### config.mk
export PLATFORM = sky130hd
export DESIGN_NAME = dice_alu_issue
export DESIGN_NICKNAME = d
export VERILOG_FILES = /design/src/rtl/dice_alu_issue.sv
export SDC_FILE = /design/constraint.sdc
export NUM_CORES = 1
export LEC_CHECK = 0
export BUFFER_PORTS_ARGS = -buffer_cell sky130_fd_sc_hd__buf_2
export CELL_PAD_IN_SITES_DETAIL_PLACEMENT = 1
export CELL_PAD_IN_SITES_GLOBAL_PLACEMENT = 1
export CORE_AREA = 2 2 157 159
export CTS_CLUSTER_DIAMETER = 50
export CTS_CLUSTER_SIZE = 28
export DETAILED_ROUTE_END_ITERATION = 10
export DIE_AREA = 0 0 159 161
export HOLD_SLACK_MARGIN = 0.15
export PLACE_DENSITY_LB_ADDON = 0.05
export RECOVER_POWER = 25
export SLEW_MARGIN = 20
export SYNTH_ARGS = -nofsm -noshare
export SYNTH_HDL_FRONTEND = slang
export SYNTH_SLANG_ARGS = --single-unit
### constraint.sdc
create_clock -name clk -period 2.5 [get_ports clk]
set_input_delay 0 -clock clk [delete_from_list [all_inputs] [get_ports clk]]
set_output_delay 0 -clock clk [all_outputs]
set_load 0.05 [all_outputs]
### src/rtl/dice_alu_issue.sv
// Operand issue stage for dice_alu: registers operands, schedules writeback slots by latency,
// and captures each result with its tag. Optional statistics: define DICE_ALU_ISSUE_STATS_EN.
module dice_alu_issue #(
    parameter int DATA_W  = 32,
    parameter int TAG_W   = 6,
    parameter int LAT_MAX = 4,
    parameter int LAT_W   = $clog2(LAT_MAX + 1)
) (
    input  logic              clk,
    input  logic              rst_n,
    input  logic              flush,
    input  logic              in_valid,
    output logic              in_ready,
    input  logic [31:0]       in_opcode,
    input  logic [DATA_W-1:0] in_op0,
    input  logic [DATA_W-1:0] in_op1,
    input  logic [DATA_W-1:0] in_op2,
    input  logic              in_pred,
    input  logic [LAT_W-1:0]  in_lat,
    input  logic [TAG_W-1:0]  in_tag,
    output logic [31:0]       alu_opcode,
    output logic [DATA_W-1:0] alu_in0,
    output logic [DATA_W-1:0] alu_in1,
    output logic [DATA_W-1:0] alu_in2,
    output logic              alu_in3,
    input  logic [DATA_W-1:0] alu_out0,
    output logic              res_valid,
    output logic [DATA_W-1:0] res_data,
    output logic [TAG_W-1:0]  res_tag,
    output logic              err_lat,
    output logic [31:0]       stat_issued,
    output logic [31:0]       stat_stall
);

    function automatic logic lat_bad(input logic [LAT_W-1:0] lat);
        return (lat == '0) || (lat > LAT_W'(LAT_MAX));
    endfunction

    function automatic logic [LAT_W-1:0] lat_clamp(input logic [LAT_W-1:0] lat);
        if (lat == '0)
            return LAT_W'(1);
        if (lat > LAT_W'(LAT_MAX))
            return LAT_W'(LAT_MAX);
        return lat;
    endfunction

    // pend[i]: a result reaches alu_out0 i cycles from now; the slot above LAT_MAX is always empty
    logic [LAT_MAX:0]   pend;
    logic [TAG_W-1:0]   ptag [LAT_MAX:0];
    logic [LAT_W-1:0]   lat_eff;
    logic               slot_busy;
    logic               accept;

    assign lat_eff = lat_clamp(in_lat);

    always_comb begin
        slot_busy = 1'b0;
        for (int i = 2; i <= LAT_MAX; i++) begin
            if (int'(lat_eff) + 1 == i)
                slot_busy = pend[i];
        end
    end

    assign in_ready = ~flush & ~slot_busy;
    assign accept   = in_valid & in_ready;

    // slot scheduler
    always_ff @(posedge clk or negedge rst_n) begin
        if (!rst_n) begin
            pend <= '0;
            for (int i = 0; i <= LAT_MAX; i++)
                ptag[i] <= '0;
        end else begin
            for (int i = 0; i < LAT_MAX; i++) begin
                pend[i] <= pend[i+1];
                ptag[i] <= ptag[i+1];
            end
            pend[LAT_MAX] <= 1'b0;
            ptag[LAT_MAX] <= '0;
            if (accept) begin
                for (int i = 1; i <= LAT_MAX; i++) begin
                    if (int'(lat_eff) == i) begin
                        pend[i] <= 1'b1;
                        ptag[i] <= in_tag;
                    end
                end
            end
            if (flush)
                pend <= '0;
        end
    end

    // operand registers toward the ALU
    always_ff @(posedge clk or negedge rst_n) begin
        if (!rst_n) begin
            alu_opcode <= '0;
            alu_in0    <= '0;
            alu_in1    <= '0;
            alu_in2    <= '0;
            alu_in3    <= 1'b0;
        end else if (accept) begin
            alu_opcode <= in_opcode;
            alu_in0    <= in_op0;
            alu_in1    <= in_op1;
            alu_in2    <= in_op2;
            alu_in3    <= in_pred;
        end
    end

    // result capture
    always_ff @(posedge clk or negedge rst_n) begin
        if (!rst_n) begin
            res_valid <= 1'b0;
            res_data  <= '0;
            res_tag   <= '0;
        end else begin
            res_valid <= pend[0] & ~flush;
            if (pend[0]) begin
                res_data <= alu_out0;
                res_tag  <= ptag[0];
            end
        end
    end

    always_ff @(posedge clk or negedge rst_n) begin
        if (!rst_n)
            err_lat <= 1'b0;
        else if (accept && lat_bad(in_lat))
            err_lat <= 1'b1;
    end

`ifdef DICE_ALU_ISSUE_STATS_EN
    logic [31:0] issued_cnt;
    logic [31:0] stall_cnt;

    always_ff @(posedge clk or negedge rst_n) begin
        if (!rst_n) begin
            issued_cnt <= '0;
            stall_cnt  <= '0;
        end else begin
            if (accept)
                issued_cnt <= issued_cnt + 32'd1;
            if (in_valid && !in_ready)
                stall_cnt <= stall_cnt + 32'd1;
        end
    end

    assign stat_issued = issued_cnt;
    assign stat_stall  = stall_cnt;
`else
    assign stat_issued = '0;
    assign stat_stall  = '0;
`endif

endmodule

==> impl_metrics.py, run 1 <==
metrics = {
    "outcome": {
        "outcome": "complete, but fails checks",
        "violations": "capacitance limit, slew limit",
    },
    "placed_design": {
        "place_congestion": 0.774,
        "pre_cts_ws_ns": -0.204,
        "numPortBuffers": 343,
        "dp_hpwl_mm": 16.0,
    },
    "power_and_ir_drop": {
        "power_uw": 12300,
        "p_clk_frac": 0.354,
        "internal_power_uw": 7800,
        "leakagePower_uw": 0.00685,
        "netSwitchingFraction": 0.369,
        "powerDensity_nw_per_um2": 923,
        "ir_worst_vdd_mv": 0.493,
        "combPwrFrac": 0.314,
        "p_sw_uw": 4550,
        "p_seq_frac": 0.333,
    },
    "floorplanning": {
        "boundaryPins": 408,
        "floorplan.initialDensity": 0.355,
        "die_w_microns": 159,
        "rows": 57,
        "die_area_sq_um": 25600,
        "fp.dieH_microns": 161,
        "core_sq_um": 24000,
    },
    "route": {
        "drc_errors": 0,
        "ant_nets": 0,
        "wl_per_cell_microns": 17.8,
        "firstDrtPassIters": 4,
        "via_count": 6143,
        "vias_per_cell": 4.30,
        "drt_iter0_markers": 206,
        "routed_wl_mm": 25.5,
    },
    "grt": {
        "grtUsageTotal": 0.196,
        "antenna_found_initial": 0,
        "grt_pass1_wl_mm": 40.3,
        "grt_pass1_vias": 7161,
        "grt.overflow.total": 0,
        "grt_max_degree": 77,
    },
    "critical_path": {
        "rr_worst_depth": 7,
        "path_common_cell": "buf_4",
        "path_max_fanout": 4,
        "path_depth": 13,
        "timing.critical_path.buf_inv": 7,
        "crit_family": "buffers and inverters",
        "start_kind": "input pin",
        "cp.arrival_ns": 2.30,
        "cpPeakStageDelay_ns": 0.55,
        "path_cells": "buf_2, nor2_4, inv_1, ha_2, nand2b_4, dlygate4sd3_1, buf_4, a21oi_2, o22ai_1, buf_4, buf_4, nor2_1, buf_2",
        "required_ns": 2.50,
        "setup.worst_path.class": "in -> out",
        "slowest_stage": "dlygate4sd3_1",
        "end_kind": "output pin",
    },
    "timing": {
        "max_freq_mhz": 434,
        "timing.final.ws_setup_ns": 0.197,
        "finalMaxSlewViolations": 68,
        "max_slew.worst_pin.slew_ns": 1.53,
        "finalHoldViolCount": 0,
        "rsz0062_at_grt": "no",
        "finalSetupViolations": 0,
        "clock_skew_ns": 0.00714,
        "period_share": 0.921,
        "period_needed_ns": 2.30,
        "relSlewSlack": -0.0195,
    },
    "yosys": {
        "ys_top_cells_by_count": "204 x dfrtp_1, 96 x mux2_2, 89 x mux2_4",
        "syn_area_sq_um": 8500,
        "synthMuxAreaShare": 0.284,
        "ys_seq_elements": 204,
        "synth_compound_area_frac": 0.0124,
        "avgSynthCellArea_sq_um": 16.4,
        "synth_fa_ha_area_frac": 0.00442,
        "synth_seq_area_share": 0.600,
        "yosysMostFrequentCell": "dfrtp_1",
        "netlist.area_leader.share": 0.600,
        "synth_top_cell_by_area": "dfrtp_1",
        "ys_top_cells_by_area": "dfrtp_1 60%, mux2_4 16%, mux2_2 13%, buf_4 5.7%, buf_6 1.3%",
        "synth_edf_count": 0,
        "synth-simple-area-share": 0.0215,
        "ys_warn_count": 0,
        "synth_cells": 519,
        "synth-xor-area-share": 0,
        "synth-main-ff-cell": "dfrtp_1",
        "async_flop_share": 1.00,
        "synth_top_family_by_area": "multiplexers",
        "synth.distinct_cells": 31,
    },
    "cells_and_area": {
        "nets": 1258,
        "area_growth_pct": 57.2,
        "antenna_cells": 0,
        "drive_gt1_frac": 0.563,
    },
    "worst_hold_path": {
        "hold_depth": 6,
        "worstHoldPathType": "in -> reg",
    },
    "clock_network": {
        "cts_sinks": 204,
        "cts_tree": "built",
        "clkTransAtPathRegs_ns": 0.06,
        "clockBufferDepth": 3,
        "h-tree-depth": 1,
        "cts_buffers": 29,
        "clock_latency_ns": 0.53,
        "root_buffer": "clkbuf_16",
    },
    "job": {
        "max_cap_viol_count": 1,
    },
}
==> repair_timing <==
item / in CTS / in global routing
endpoints found under the setup margin: 0 / 1
setup buffers: 0 / 0
endpoints found under the hold margin: 396 / 0
hold buffers: 178 / 0
resized for setup: 0 / 1
==> layout by cell type, fill, tap and decap left out, drive strengths merged, types with 2 or more instances in the layout <==
master and count:
buf 372, dfrtp 204, mux2 185, dlygate4sd3 177, conb 64, clkbuf 39
nor2 7, and3 6, clkinv 6, bufinv 5, inv 5, nor2b 4
clkinvlp 4, a31oi 4, nand2b 3, ha 3, nand2 2, and2 2
nor3 2
==> flip-flops by register name (all words and copies together) (netlist names) <==
| register | flops |
|---|---|
| pend | 5 |
| alu_in1 | 32 |
| alu_in2 | 32 |
| err_lat | 1 |
| res_data | 32 |
| res_tag | 6 |
| alu_opcode | 32 |
| ptag | 30 |
| alu_in3 | 1 |
| alu_in0 | 32 |
| res_valid | 1 |
==> final cells by class <==
| cell class | instances | area [sq um] |
|---|---|---|
| fill | 2462 | 10600 |
| sequential | 204 | 5100 |
| timing repair buffer | 553 | 3800 |
| multi-input combinational | 291 | 3000 |
| clock buffer | 35 | 788 |
| tap | 324 | 405 |
| clock inverter | 18 | 258 |
| inverter | 2 | 7.51 |
==> layer usage <==
layer / vias to the layer above / track usage / wire length, microns
li1: 2784 / - / -
met1: 3051 / 0.222 / 9710
met2: 263 / 0.364 / 13200
met3: 45 / 0.0526 / 1780
met4: 0 / 0.0554 / 708
met5: - / 0 / 0
==> worst paths after layout <==
check	startpoint	to	slack, ns
max	in_lat[1]	in_ready	0.20
min	in_lat[2]	pend[3]	0.20
max reg2reg	pend[4]	ptag[29]	0.42
min reg2reg	ptag[10]	ptag[4]	0.35
max in group asynchronous	rst_n	alu_in0[13]	0.45
min in group asynchronous	rst_n	alu_in0[16]	0.94
==> cell families (layout without fill, tap and decap cells) <==
kind of cell / after synthesis / after routing
compound gates: 10 / 10
fa+ha+maj: 3 / 3
buf+inv: 87 / 608
flops: 204 / 204
mux: 185 / 185
other cells: 1 / 64
simple gates: 29 / 29
==> tightest hold or removal path, cell delays in order <==
cell	delay, ns
buf_2	0.11
buf_4	0.15
nand2b_1	0.09
ha_1	0.17
a31oi_1	0.08
nor2_1	0.08
==> power groups by stage <==
stage / clock network (uW) / registers (uW) / logic (uW)
CTS: 4460 / 4090 / 3880
finish: 4370 / 4110 / 3870
global route: 4610 / 4170 / 4030
detailed placement: 0 / 4140 / 3630
floorplan: 0 / 5870 / 1010
global placement: 0 / 4110 / 3590
==> stage by stage <==
| step | area [sq um] | util | cells | hold WS, ns | setup TNS [ns] |
|---|---|---|---|---|---|
| global route | 13400 | 0.558 | 1427 | 0.233 | 0 |
| global placement | 10600 | 0.441 | 1196 | 0.0188 | -5.43 |
| detailed placement | 10600 | 0.441 | 1196 | 0.0266 | -20.53 |
| finish | 13400 | 0.558 | 1427 | 0.196 | 0 |
| floorplan | 8800 | - | 582 | -0.296 | -1.66 |
| CTS | 13400 | 0.560 | 1427 | 0.184 | 0 |
(Power assumes the default switching activity.)
==> run 2: changes to the inputs <==
- ABC_AREA: default -> 1
- CORE_AREA: 2 2 157 159 -> 2 2 149 181
- DIE_AREA: 0 0 159 161 -> 0 0 151 183
==> impl_metrics.py, run 2 <==
metrics = {
    "outcome": {
        "outcome": "complete, but fails checks",
        "violations": "capacitance limit, slew limit",
    },
    "timing": {
        "max_slew.worst_pin.slew_ns": 1.75,
        "clock_skew_ns": 0.0217,
        "period_needed_ns": 2.41,
        "finalSetupViolations": 0,
        "relSlewSlack": -0.166,
        "finalMaxSlewViolations": 103,
        "max_freq_mhz": 415,
        "period_share": 0.964,
        "finalHoldViolCount": 0,
    },
    "power_and_ir_drop": {
        "powerDensity_nw_per_um2": 854,
        "power_uw": 11500,
        "leakagePower_uw": 0.00733,
        "ir_worst_vdd_mv": 0.574,
    },
    "clock_network": {
        "cts_tree": "built",
        "cts_sinks": 204,
        "clkTransAtPathRegs_ns": 0.07,
        "clock_latency_ns": 0.53,
        "cts_buffers": 26,
        "root_buffer": "clkbuf_16",
        "clockBufferDepth": 3,
        "h-tree-depth": 1,
    },
    "yosys": {
        "synth_edf_count": 0,
        "synth.distinct_cells": 22,
        "yosysMostFrequentCell": "nand2_1",
        "ys_top_cells_by_area": "dfrtp_1 61%, nand2_1 19%, nand3_1 7.9%, buf_4 6.9%, clkbuf_1 0.98%",
        "synth_cells": 938,
        "ys_seq_elements": 204,
        "synth_seq_area_share": 0.605,
        "syn_area_sq_um": 8430,
        "synth-main-ff-cell": "dfrtp_1",
        "netlist.area_leader.share": 0.605,
        "ys_warn_count": 0,
        "ys_top_cells_by_count": "436 x nand2_1, 204 x dfrtp_1, 133 x nand3_1",
        "async_flop_share": 1.00,
        "avgSynthCellArea_sq_um": 8.99,
        "synth_top_cell_by_area": "dfrtp_1",
    },
    "critical_path": {
        "r2r-end": "res_data[6]",
        "slowest_stage": "dlygate4sd3_1",
        "rrSetupSlack_ns": 0.49,
        "path_max_fanout": 17,
        "crit_start": "in_lat[2]",
        "r2r-start": "pend[0]",
        "critPathCapture": "alu_opcode[10]",
        "setup.worst_path.class": "in -> reg",
        "start_kind": "input pin",
        "required_ns": 2.97,
        "rr_worst_depth": 3,
        "cpPeakStageDelay_ns": 0.60,
        "path_cells": "clkbuf_4, inv_2, dlygate4sd3_1, nor2_2, inv_1, ha_2, nor2_1, nand3_1, nand2_1, a21oi_4, buf_12, clkbuf_16, nand3_1, dlygate4sd3_1, nand2_1",
        "end_kind": "flop",
        "cp.arrival_ns": 2.88,
    },
    "cells_and_area": {
        "antenna_cells": 0,
        "drive_gt1_frac": 0.277,
        "fin_cells": 1842,
        "postLayoutCellArea_sq_um": 13400,
        "area_growth_pct": 59.2,
        "nets": 1665,
        "final_cell_mix": "436 x nand2_1, 341 x buf_2, 214 x dlygate4sd3_1, 204 x dfrtp_1, 133 x nand3_1",
        "layout_commonest_cell": "nand2_1",
        "postLayoutCoreUtil": 0.519,
        "nFillCells": 3085,
    },
    "grt": {
        "grt.overflow.total": 0,
        "grtUsageTotal": 0.210,
        "grt_max_degree": 97,
        "antenna_found_initial": 0,
        "grt_pass1_wl_mm": 46.2,
        "grt_pass1_vias": 8615,
    },
    "route": {
        "drt_iter0_markers": 216,
        "via_count": 8274,
        "drc_errors": 0,
        "ant_nets": 0,
        "firstDrtPassIters": 4,
        "routed_wl_mm": 30.1,
        "vias_per_cell": 4.49,
        "wl_per_cell_microns": 16.3,
    },
    "floorplanning": {
        "core_sq_um": 25900,
        "fp.dieH_microns": 183,
        "rows": 65,
        "boundaryPins": 408,
        "floorplan.initialDensity": 0.326,
        "die_area_sq_um": 27600,
        "die_w_microns": 151,
    },
    "placed_design": {
        "dp_hpwl_mm": 18.9,
        "dp_cells": 1576,
        "placed_cell_area_sq_um": 10300,
        "place_congestion": 0.778,
        "numPortBuffers": 343,
    },
    "worst_hold_path": {
        "worstHoldPathType": "in -> reg",
    },
    "job": {
        "max_cap_viol_count": 2,
    },
}
==> run 2: timing repair <==
item,in CTS,in global routing
buffers inserted,0,2
hold buffers,215,0
hold endpoints to repair,396,0
resized for setup,0,5
endpoints found under the setup margin,0,33
==> run 2: routing by layer <==
metal / wire length, microns / part of all wire / vias up / global-route usage
met5: 0 / 0 / - / 0
met4: 1070 / 0.035 / 0 / 0.0718
met3: 2080 / 0.069 / 58 / 0.0480
met2: 15400 / 0.51 / 306 / 0.374
met1: 11500 / 0.38 / 4006 / 0.247
li1: - / - / 3904 / -
==> run 2: per-stage QoR <==
step           setup slack [ns]  setup TNS [ns]  hold slack [ns]
6_report                 0.0905               0            0.214
5_1_grt                 -0.0141         -0.0580            0.220
4_1_cts                   0.170               0            0.190
3_5_place_dp              0.206               0           0.0170
3_3_place_gp              0.289               0           0.0149
2_1_floorplan             0.682               0           -0.296
==> run 2: worst min path at each step <==
stage,startpoint,depth (start not counted),end
CTS,alu_out0[9],4,res_data[9]
floorplan,rst_n,0,alu_in0[0]
detailed placement,rst_n,1,alu_opcode[5]
global placement,rst_n,1,alu_opcode[5]
global route,alu_out0[8],4,res_data[8]
finish,in_lat[0],8,ptag[21]
==> run 2: worst max-delay path: cells and delay by family <==
family	cells	cell delay [ns]
AO/OA/AOI/OAI	1	0.17
buffers and inverters	7	1.81
AND/OR/NAND/NOR	6	0.53
adder cells (fa/ha/maj)	1	0.38
==> run 2: logic make-up (layout without fill, tap and decap cells) <==
| kind of cell | after synthesis | after routing | synth area share |
|---|---|---|---|
| AND/OR/NAND/NOR | 593 | 593 | 0.288 |
| flip-flops | 204 | 204 | 0.605 |
| adder cells (fa/ha/maj) | 3 | 3 | 0.00445 |
| other | 1 | 64 | 0.000445 |
| AO/OA/AOI/OAI | 6 | 6 | 0.00430 |
| buffers and inverters | 131 | 637 | 0.0970 |
==> run 2: where the power goes <==
part	switching (uW)	internal [uW]	leakage (uW)
Clock	1640	2330	0.000458
Combinational	2630	863	0.00430
Sequential	238	3760	0.00257
==> run 2: area by class of cell <==
| type | instances | area [sq um] | area share |
|---|---|---|---|
| timing repair buffer | 575 | 4150 | 0.309 |
| clock inverter | 17 | 223 | 0.0166 |
| tap | 335 | 419 | 0.0312 |
| sequential | 204 | 5100 | 0.380 |
| multi-input combinational | 666 | 2760 | 0.205 |
| clock buffer | 30 | 707 | 0.0527 |
| inverter | 15 | 56.3 | 0.00420 |
==> run 3: changes to the inputs <==
- ABC_AREA: 1 -> default
- CORE_AREA: 2 2 149 181 -> 2 2 181 139
- DIE_AREA: 0 0 151 183 -> 0 0 183 141
==> impl_metrics.py, run 3 (synthesized netlist as in run 1, its figures left out) <==
metrics = {
    "cells_and_area": {
        "nets": 1259,
        "fin_cells": 1414,
        "antenna_cells": 0,
        "layout_commonest_cell": "buf_2",
        "area_growth_pct": 55.5,
        "final_cell_mix": "211 x buf_2, 204 x dfrtp_1, 182 x dlygate4sd3_1, 131 x clkbuf_1, 96 x mux2_2",
        "nFillCells": 2508,
        "drive_gt1_frac": 0.445,
    },
    "critical_path": {
        "path_max_fanout": 5,
        "rrSetupSlack_ns": 0.41,
        "r2r-end": "ptag[29]",
        "required_ns": 2.89,
        "cp.arrival_ns": 2.76,
        "r2r-start": "pend[4]",
        "setup.worst_path.class": "in -> reg",
        "rr_worst_depth": 7,
        "start_kind": "input pin",
        "end_kind": "flop",
    },
    "route": {
        "wl_per_cell_microns": 18.3,
        "drt_iter0_markers": 127,
        "drc_errors": 0,
        "ant_nets": 0,
        "routed_wl_mm": 25.9,
        "vias_per_cell": 4.37,
        "via_count": 6186,
        "firstDrtPassIters": 4,
    },
    "power_and_ir_drop": {
        "netSwitchingFraction": 0.379,
        "power_uw": 11900,
        "ir_worst_vdd_mv": 0.515,
        "p_seq_frac": 0.346,
        "combPwrFrac": 0.318,
        "powerDensity_nw_per_um2": 901,
        "leakagePower_uw": 0.00648,
        "internal_power_uw": 7390,
        "p_sw_uw": 4520,
        "p_clk_frac": 0.336,
    },
    "clock_network": {
        "h-tree-depth": 1,
        "cts_tree": "built",
        "clock_latency_ns": 0.51,
        "clockBufferDepth": 3,
        "cts_buffers": 26,
        "clkTransAtPathRegs_ns": 0.06,
        "root_buffer": "clkbuf_16",
        "cts_sinks": 204,
    },
    "timing": {
        "max_freq_mhz": 424,
        "finalHoldViolCount": 0,
        "rsz0062_at_grt": "no",
        "finalSetupViolations": 0,
        "finalMaxSlewViolations": 0,
        "clock_skew_ns": 0.00705,
        "timing.final.ws_setup_ns": 0.139,
        "period_share": 0.944,
        "period_needed_ns": 2.36,
        "relSlewSlack": 0.246,
        "max_slew.worst_pin.slew_ns": 1.13,
    },
    "floorplanning": {
        "fp.dieH_microns": 141,
        "die_w_microns": 183,
        "boundaryPins": 408,
        "die_area_sq_um": 25800,
        "floorplan.initialDensity": 0.350,
        "rows": 50,
        "core_sq_um": 24300,
    },
    "grt": {
        "grt_pass1_wl_mm": 39.9,
        "grt_pass1_vias": 7082,
        "grtUsageTotal": 0.196,
        "grt_max_degree": 77,
        "antenna_found_initial": 0,
        "grt.overflow.total": 0,
    },
    "outcome": {
        "outcome": "completed",
    },
    "placed_design": {
        "pre_cts_ws_ns": -0.143,
        "place_congestion": 0.798,
        "dp_hpwl_mm": 17.2,
        "dp_cells": 1184,
        "numPortBuffers": 343,
    },
    "job": {
        "max_cap_viol_count": 0,
    },
    "worst_hold_path": {
        "worstHoldEndpoint": "alu_opcode[18]",
        "hold_depth": 3,
        "hold_start": "in_opcode[18]",
        "worstHoldPathType": "in -> reg",
    },
}
[run 3: cell types whose count changed in the layout (fill, tap and decap cells not counted), moves of 89 or more]
cell	previous run	this run
mux2_4	0	89
buf_2	341	211
nand3_1	133	0
nand2_1	436	2
mux2_2	0	96
clkbuf_1	2	131
[run 3: per-layer routing]
layer,vias to the layer above,global-route usage,wire [microns]
li1,2802,-,-
met1,3086,0.224,10200
met2,257,0.361,13300
met3,41,0.0550,1830
met4,0,0.0484,493
met5,-,0,0
[run 3: power by group through the flow]
stage / registers, uW / clock network (uW) / logic, uW
4_1_cts: 4090 / 4130 / 3900
5_1_grt: 4180 / 4270 / 3940
3_3_place_gp: 4110 / 0 / 3620
3_5_place_dp: 4140 / 0 / 3670
2_1_floorplan: 5870 / 0 / 1010
6_report: 4120 / 4000 / 3790
[run 3: cell type report]
cell class                      count  area (sq um)  area share
Clock buffer                       29           703      0.0532
Clock inverter                     19           245      0.0186
Inverter                            2          7.51    0.000568
Multi-Input combinational cell    291          3020       0.229
Sequential cell                   204          5100       0.386
Tap cell                          312           390      0.0295
Timing Repair Buffer              557          3740       0.283
[run 3: how the worst max path moves through the flow]
| stage | slack (ns) | to | startpoint |
|---|---|---|---|
| 2_1_floorplan | -0.02 | alu_in0[0] | in_lat[1] |
| 3_3_place_gp | -0.06 | alu_in0[31] | in_lat[1] |
| 3_5_place_dp | -0.14 | alu_in0[31] | in_lat[1] |
| 4_1_cts | 0.09 | ptag[28] | in_lat[1] |
| 5_1_grt | 0.02 | ptag[29] | in_lat[1] |
| 6_report | 0.14 | ptag[24] | in_lat[1] |
[run 3: critical path, cell delays in order]
cell and delay (ns):
buf_2 0.12, nor2_4 0.10, inv_1 0.05, ha_2 0.16, nand2b_4 0.13, or2_1 0.23, nor2_2 0.12, ha_1 0.25
and4bb_1 0.32, a31oi_4 0.06, o22a_2 0.30, and2_4 0.17, and3_1 0.18, dlygate4sd3_1 0.56
[run 3: repair_timing]
| item | in CTS | in global routing |
|---|---|---|
| setup buffers | 0 | 1 |
| hold endpoints to repair | 396 | 1 |
| resized for setup | 0 | 7 |
| hold buffers | 182 | 1 |
| endpoints found under the setup margin | 0 | 7 |
[run 3: metrics by stage]
| step | utilization | cell area, sq um | hold WS [ns] | setup TNS [ns] |
|---|---|---|---|---|
| final | 0.545 | 13200 | 0.244 | 0 |
| after global routing | 0.545 | 13200 | 0.241 | 0 |
| after CTS | 0.551 | 13400 | 0.212 | 0 |
| after detailed placement | 0.437 | 10600 | 0.0923 | -15.52 |
| after global placement | 0.437 | 10600 | 0.0757 | -6.42 |
| after floorplan | - | 8800 | -0.296 | -1.66 |
